`src/rtl/uart_pkg.sv`:
```
// Shared UART definitions: receiver state encoding, legal oversampling
// ratios and the parity-type encoding used by both RX and TX.
package uart_pkg;

  typedef enum logic [2:0] {
    IDLE,
    START,
    DATA,
    PARITY,
    STOP
  } rx_state_e;

  localparam int PRESCALE_8  = 8;
  localparam int PRESCALE_16 = 16;
  localparam int PRESCALE_32 = 32;

  // PAR_TYP encoding: 0 selects even parity, 1 selects odd parity.
  localparam logic PAR_EVEN = 1'b0;
  localparam logic PAR_ODD  = 1'b1;

endpackage

```
`src/rtl/uart_rx_sampler.sv`:
```
// Bit-period timing for the UART receiver: counts oversampling edges,
// takes three samples around the bit centre and votes 2-of-3.
module uart_rx_sampler #(
  parameter int PRESCALE_W = 6
) (
  input  logic                  clk,
  input  logic                  rst,
  input  logic                  rx_s,
  input  logic                  run,
  input  logic                  start,
  input  logic [PRESCALE_W-1:0] prescale,
  output logic                  bit_done,
  output logic                  maj
);

  localparam logic [PRESCALE_W-1:0] ONE = PRESCALE_W'(1);
  localparam logic [PRESCALE_W-1:0] TWO = PRESCALE_W'(2);

  logic [PRESCALE_W-1:0] edge_cnt_q, edge_cnt_d;
  logic [2:0]            smp_q, smp_d;
  logic                  maj_q, maj_d;
  logic [PRESCALE_W-1:0] half;

  assign half     = prescale >> 1;
  assign bit_done = run && (edge_cnt_q == (prescale - ONE));
  assign maj      = maj_q;

  // Edge counter, the three centre samples and the registered majority.
  always_comb begin
    edge_cnt_d = '0;
    smp_d      = smp_q;
    maj_d      = maj_q;
    if (run) begin
      edge_cnt_d = bit_done ? '0 : edge_cnt_q + ONE;
      if (edge_cnt_q == half - ONE) smp_d[0] = rx_s;
      if (edge_cnt_q == half)       smp_d[1] = rx_s;
      if (edge_cnt_q == half + ONE) smp_d[2] = rx_s;
      if (edge_cnt_q == half + TWO)
        maj_d = (smp_q[0] & smp_q[1]) | (smp_q[0] & smp_q[2]) | (smp_q[1] & smp_q[2]);
    end else if (start) begin
      // The detect cycle itself is edge 0 of the start bit.
      edge_cnt_d = ONE;
    end
  end

  // Edge counter register; cleared by reset.
  always_ff @(posedge clk) begin
    if (rst) edge_cnt_q <= '0;
    else     edge_cnt_q <= edge_cnt_d;
  end

  // Sample and majority registers; always rewritten before use in a bit.
  always_ff @(posedge clk) begin
    smp_q <= smp_d;
    maj_q <= maj_d;
  end

endmodule

```
`src/rtl/uart_rx_frame.sv`:
```
// Oversampling UART receiver: synchronizes RX_IN, walks the frame with a
// two-process FSM, checks parity and stop bit and emits one-cycle pulses.
module uart_rx_frame
  import uart_pkg::*;
#(
  parameter int DATA_WIDTH = 8,
  parameter int PRESCALE_W = 6
) (
  input  logic                  CLK,
  input  logic                  RST,
  input  logic                  RX_IN,
  input  logic [PRESCALE_W-1:0] PRESCALE,
  input  logic                  PAR_EN,
  input  logic                  PAR_TYP,
  output logic [DATA_WIDTH-1:0] P_DATA,
  output logic                  DATA_VLD,
  output logic                  PAR_ERR,
  output logic                  STP_ERR
);

  localparam int BCW = (DATA_WIDTH > 1) ? $clog2(DATA_WIDTH) : 1;
  localparam logic [BCW-1:0] LAST_BIT = BCW'(DATA_WIDTH - 1);

  logic [1:0]            sync_q;
  logic                  rx_s;
  rx_state_e             state_q, state_d;
  logic [BCW-1:0]        bit_cnt_q, bit_cnt_d;
  logic [DATA_WIDTH-1:0] shreg_q, shreg_d;
  logic                  par_bad_q, par_bad_d;
  logic [PRESCALE_W-1:0] presc_q, presc_d;
  logic                  par_en_q, par_en_d;
  logic                  par_typ_q, par_typ_d;
  logic [DATA_WIDTH-1:0] p_data_q, p_data_d;
  logic                  data_vld_q, data_vld_d;
  logic                  par_err_q, par_err_d;
  logic                  stp_err_q, stp_err_d;
  logic                  bit_done, maj;

  // Unsupported ratios fall back to 8x oversampling.
  function automatic logic [PRESCALE_W-1:0] legal_prescale(input logic [PRESCALE_W-1:0] p);
    if (p == PRESCALE_W'(PRESCALE_16) || p == PRESCALE_W'(PRESCALE_32)) return p;
    return PRESCALE_W'(PRESCALE_8);
  endfunction

  assign rx_s = sync_q[1];

  uart_rx_sampler #(.PRESCALE_W(PRESCALE_W)) u_sampler (
    .clk      (CLK),
    .rst      (RST),
    .rx_s     (rx_s),
    .run      (state_q != IDLE),
    .start    ((state_q == IDLE) && !rx_s),
    .prescale (presc_q),
    .bit_done (bit_done),
    .maj      (maj)
  );

  // Next-state, data capture, parity check and frame verdict.
  always_comb begin
    state_d    = state_q;
    bit_cnt_d  = bit_cnt_q;
    shreg_d    = shreg_q;
    par_bad_d  = par_bad_q;
    presc_d    = presc_q;
    par_en_d   = par_en_q;
    par_typ_d  = par_typ_q;
    p_data_d   = p_data_q;
    data_vld_d = 1'b0;
    par_err_d  = 1'b0;
    stp_err_d  = 1'b0;
    unique case (state_q)
      IDLE: begin
        if (!rx_s) begin
          state_d   = START;
          presc_d   = legal_prescale(PRESCALE);
          par_en_d  = PAR_EN;
          par_typ_d = PAR_TYP;
          bit_cnt_d = '0;
          par_bad_d = 1'b0;
        end
      end
      START: begin
        if (bit_done) state_d = maj ? IDLE : DATA;
      end
      DATA: begin
        if (bit_done) begin
          shreg_d[bit_cnt_q] = maj;
          if (bit_cnt_q == LAST_BIT) begin
            bit_cnt_d = '0;
            state_d   = par_en_q ? PARITY : STOP;
          end else begin
            bit_cnt_d = bit_cnt_q + BCW'(1);
          end
        end
      end
      PARITY: begin
        if (bit_done) begin
          par_bad_d = maj != ((^shreg_q) ^ (par_typ_q == PAR_ODD));
          state_d   = STOP;
        end
      end
      STOP: begin
        if (bit_done) begin
          state_d   = IDLE;
          stp_err_d = ~maj;
          par_err_d = par_bad_q;
          if (maj && !par_bad_q) begin
            data_vld_d = 1'b1;
            p_data_d   = shreg_q;
          end
        end
      end
      default: state_d = IDLE;
    endcase
  end

  // Control state, synchronizer and registered outputs.
  always_ff @(posedge CLK) begin
    if (RST) begin
      sync_q     <= 2'b11;
      state_q    <= IDLE;
      bit_cnt_q  <= '0;
      par_bad_q  <= 1'b0;
      p_data_q   <= '0;
      data_vld_q <= 1'b0;
      par_err_q  <= 1'b0;
      stp_err_q  <= 1'b0;
    end else begin
      sync_q     <= {sync_q[0], RX_IN};
      state_q    <= state_d;
      bit_cnt_q  <= bit_cnt_d;
      par_bad_q  <= par_bad_d;
      p_data_q   <= p_data_d;
      data_vld_q <= data_vld_d;
      par_err_q  <= par_err_d;
      stp_err_q  <= stp_err_d;
    end
  end

  // Frame configuration and shift register; only meaningful inside a frame.
  always_ff @(posedge CLK) begin
    shreg_q   <= shreg_d;
    presc_q   <= presc_d;
    par_en_q  <= par_en_d;
    par_typ_q <= par_typ_d;
  end

  assign P_DATA   = p_data_q;
  assign DATA_VLD = data_vld_q;
  assign PAR_ERR  = par_err_q;
  assign STP_ERR  = stp_err_q;

endmodule
```
`config.mk`:
```
export PLATFORM = sky130hd
export DESIGN_NAME = uart_rx_frame
export DESIGN_NICKNAME = d
export VERILOG_FILES = /design/src/rtl/uart_pkg.sv /design/src/rtl/uart_rx_sampler.sv /design/src/rtl/uart_rx_frame.sv
export SDC_FILE = /design/constraint.sdc
export NUM_CORES = 1
export LEC_CHECK = 0
export BUFFER_PORTS_ARGS = -buffer_cell sky130_fd_sc_hd__buf_2
export CAP_MARGIN = 20
export CORE_MARGIN = 1.5
export CORE_UTILIZATION = 50
export DETAILED_ROUTE_END_ITERATION = 10
export PLACE_DENSITY = 0.67
export SYNTH_ARGS = -nofsm -noshare
export SYNTH_HDL_FRONTEND = slang
export SYNTH_HIERARCHICAL = 1
export SYNTH_SLANG_ARGS = --single-unit
```
`constraint.sdc`:
```
create_clock -name CLK -period 3.5 [get_ports CLK]
set_input_delay 0 -clock CLK [delete_from_list [all_inputs] [get_ports CLK]]
set_output_delay 0 -clock CLK [all_outputs]
set_load 0.02 [all_outputs]
```
==> summary.txt <==
Finish
  • Ratio of cells with drive above 1 in the final layout: 18.01%
  • Commonest cells after routing, fill and taps aside: 26 x dfxtp_1, 26 x nor2_1, 21 x buf_2
  • Multi-input logic area: 1344 um2
  • Layout net count: 292
  • Design area: 2858 um2
  • Filler cells: 435
  • Sequential Area: 1121 um2
  • Ant diodes: 0
  • Final core occ: 59.32%
  • Synth-to-layout area growth: 11.41%

Drt
  • Iter 0 DRT Violations: 98
  • Drt total wl: 4.895 mm
  • Wire per inst: 14.44 um
  • Vias: 1,823
  • Number of vias per cell: 5.378
  • Drt pass-1 iters: 4
  • DRC: 0
  • Detail Route Antenna Nets: 0

Synthesis
  • Synth cell types: 60
  • Post-synthesis register bit count: 46
  • Synth Instances: 247
  • Leading area contributor after synthesis: edfxtp_1
  • Seq/Total Area, Yosys: 43.71%
  • Synth area leaders: edfxtp_1 23%, dfxtp_1 20%, xnor2_1 6.8%
  • Syn_area_per_cell: 10.38 um2
  • Synth Warn #: 6
  • Synthesized area: 2565 um2
  • Async S/R FF share, synth: 0%
  • Share of the synthesized area in the top cell type: 23.41%
  • Post-synth EDFFs: 20
  • Dominant synthesized flop cell: dfxtp_1

Worst setup path
  • Setup crit start: presc_q[2]
  • Worst EP arrival: 3350 ps
  • Setup crit end kind: flop
  • R2r endpoint: P_DATA[7]
  • Register-to-Register Path Depth: 11
  • Worst R2R Start: presc_q[2]
  • Critical Path RT: 3680 ps
  • CP Cell Sequence: inv_1, ha_1, nor3b_1, nand2_1, xnor2_2, nor4_4, and2_1, and4bb_2, nand3_2, mux2i_1, nor2_1
  • Worst Path Buf+Inv: 1
  • Top Family by Delay on Critical Path: simple AND/OR/NAND/NOR gates
  • Crit path capture: P_DATA[7]
  • R2R Setup Slk: 330 ps
  • Critical Path Stages: 11
  • CP max stage delay: 520 ps
  • Startpoint type of the worst setup path: flop
  • Crit-path max FO: 9
  • Critical path class: reg2reg
  • Max stage delay cell, worst path: edfxtp_1

STA
  • Endpoints failing setup: 0
  • Final worst path period share: 90.64%
  • Slew headroom: 62.70%
  • Worst-Margin Slew: 558.7 ps
  • Achievable clock frequency: 315.2 MHz
  • Unrepaired setup endpoints after global routing: false
  • Slew Viols, Final: 0
  • Clk_skew: 8.131 ps
  • Final TNS setup: 0 ps
  • Period minus WS final: 3172 ps
  • Final setup margin: 327.7 ps
  • Hold Fails Final Rpt: 0

Floorplanning
  • # rows: 25
  • Die Area: 5569 um2
  • Starting Density: 53.25%
  • Die width: 74.63 um
  • IO Count: 22
  • Core footprint: 4817 um2
  • Chip height: 74.63 um

CTS
  • Clock root buffer: clkbuf_8
  • Clock Latency Late Sink: 300 ps
  • Cts repair resizes: 0
  • CTS tree: done
  • Cts bufs inserted: 5
  • Total number of H-tree levels: 2
  • CTS sink count: 46
  • CTS max path bufs: 2
  • Clock Pin Slew Worst Setup and Hold Paths: 90 ps

Global route
  • Tot GR Track Use: 19.23%
  • Largest net degree at the start of global routing: 21
  • Remaining global-route overflow: 0
  • First-pass GRT wire length: 8.038 mm
  • Initial antenna violation count: 0
  • Vias in the first global route: 1,754

Power and ir drop
  • VDD IR max: 0.0003988 V
  • PwrDens: 361.5 nW/um2
  • P_leak: 0.001129 uW

Min path
  • Hold WC Path Type: in2reg

Placed design
  • Detailed placement HPWL: 3.550 mm
  • Placed Area: 2710 um2
  • Post-Place Setup Slack: 380.6 ps
  • GPL Wtd Cong: 0.8805
  • Port Buf Inserts: 21

Status
  • Status: complete, no violations

Flow run
  • Number of max-cap violations: 0
==> power breakdown <==
part / leakage (uW) / switching [uW] / internal (uW)
clock: 0.0000563 / 191 / 218
sequential: 0.000394 / 7.85 / 562
combinational: 0.000679 / 29.1 / 25.7
total: 0.00113 / 228 / 805
==> synth_stat cells (4+ instances only) <==
cell      count
nand2b_1      7
nor2_1       26
and2_1        4
ha_1         10
dfxtp_1      26
inv_1         7
nor2b_1       4
edfxtp_1     20
a21oi_1       9
nor3_1       10
xor2_1        9
nor3b_1       5
nand2_1       9
mux2i_1       9
nand3_1       7
nand4_1       4
o21ai_0       6
xnor2_1      20
==> per-stage QoR <==
step,power (uW),hold slack [ps],cells
final,1033,21.69,339
after detailed placement,634.3,178.1,328
after floorplan,618.9,69.07,249
after global placement,632.0,177.6,327
after CTS,1040,17.57,339
after global routing,1067,21.05,339
==> state kept, by name (all words and copies together), names as in the netlist <==
signal                count
DATA_VLD                  1
PAR_ERR                   1
P_DATA                    8
STP_ERR                   1
bit_cnt_q                 3
par_bad_q                 1
par_en_q                  1
par_typ_q                 1
presc_q                   6
shreg_q                   8
state_q                   3
sync_q                    2
u_sampler/edge_cnt_q      6
u_sampler/maj             1
u_sampler/smp_q           3
==> area by class of cell <==
cell class	count	share of cell area (%)
tap	67	2.933
sequential	46	39.23
inverter	7	0.9194
clock buffer	5	2.408
multi-input combinational	183	47.02
clock inverter	3	1.708
timing repair buffer	28	5.779
==> repair_timing <==
item / in CTS / in global routing
hold buffers: 3 / 0
setup buffers: 0 / 0
endpoints found under the hold margin: 3 / 0
==> routing by layer <==
metal	track usage (%)	up-vias	share of wire, %
met1	27.52	861	49
met3	4.016	6	4.1
met4	6.263	0	1.4
met2	29.37	36	45
li1	-	920	-
met5	0	-	0
==> cells by family (layout without fill, tap and decap cells) <==
group	after synthesis	after routing	share of synthesized area, %
multiplexers	10	10	3.951
AO/OA/AOI/OAI	28	28	7.074
AND/OR/NAND/NOR	98	98	22.29
flip-flops	46	46	43.71
buffers and inverters	20	43	4.439
adder cells (fa/ha/maj)	11	11	5.268
XOR/XNOR	33	33	13.12
other	1	3	0.1462
==> worst min path at each step <==
stage	slack [ps]	endpoint	start	depth (start not counted)
final	20	presc_q[5]	PRESCALE[4]	2
after global routing	20	presc_q[4]	PRESCALE[5]	2
after CTS	20	presc_q[5]	PRESCALE[4]	2
after detailed placement	180	par_en_q	PAR_EN	1
after global placement	180	par_en_q	PAR_EN	1
after floorplan	70	u_sampler/edge_cnt_q[0]	RST	1
(Power assumes the default switching activity.)
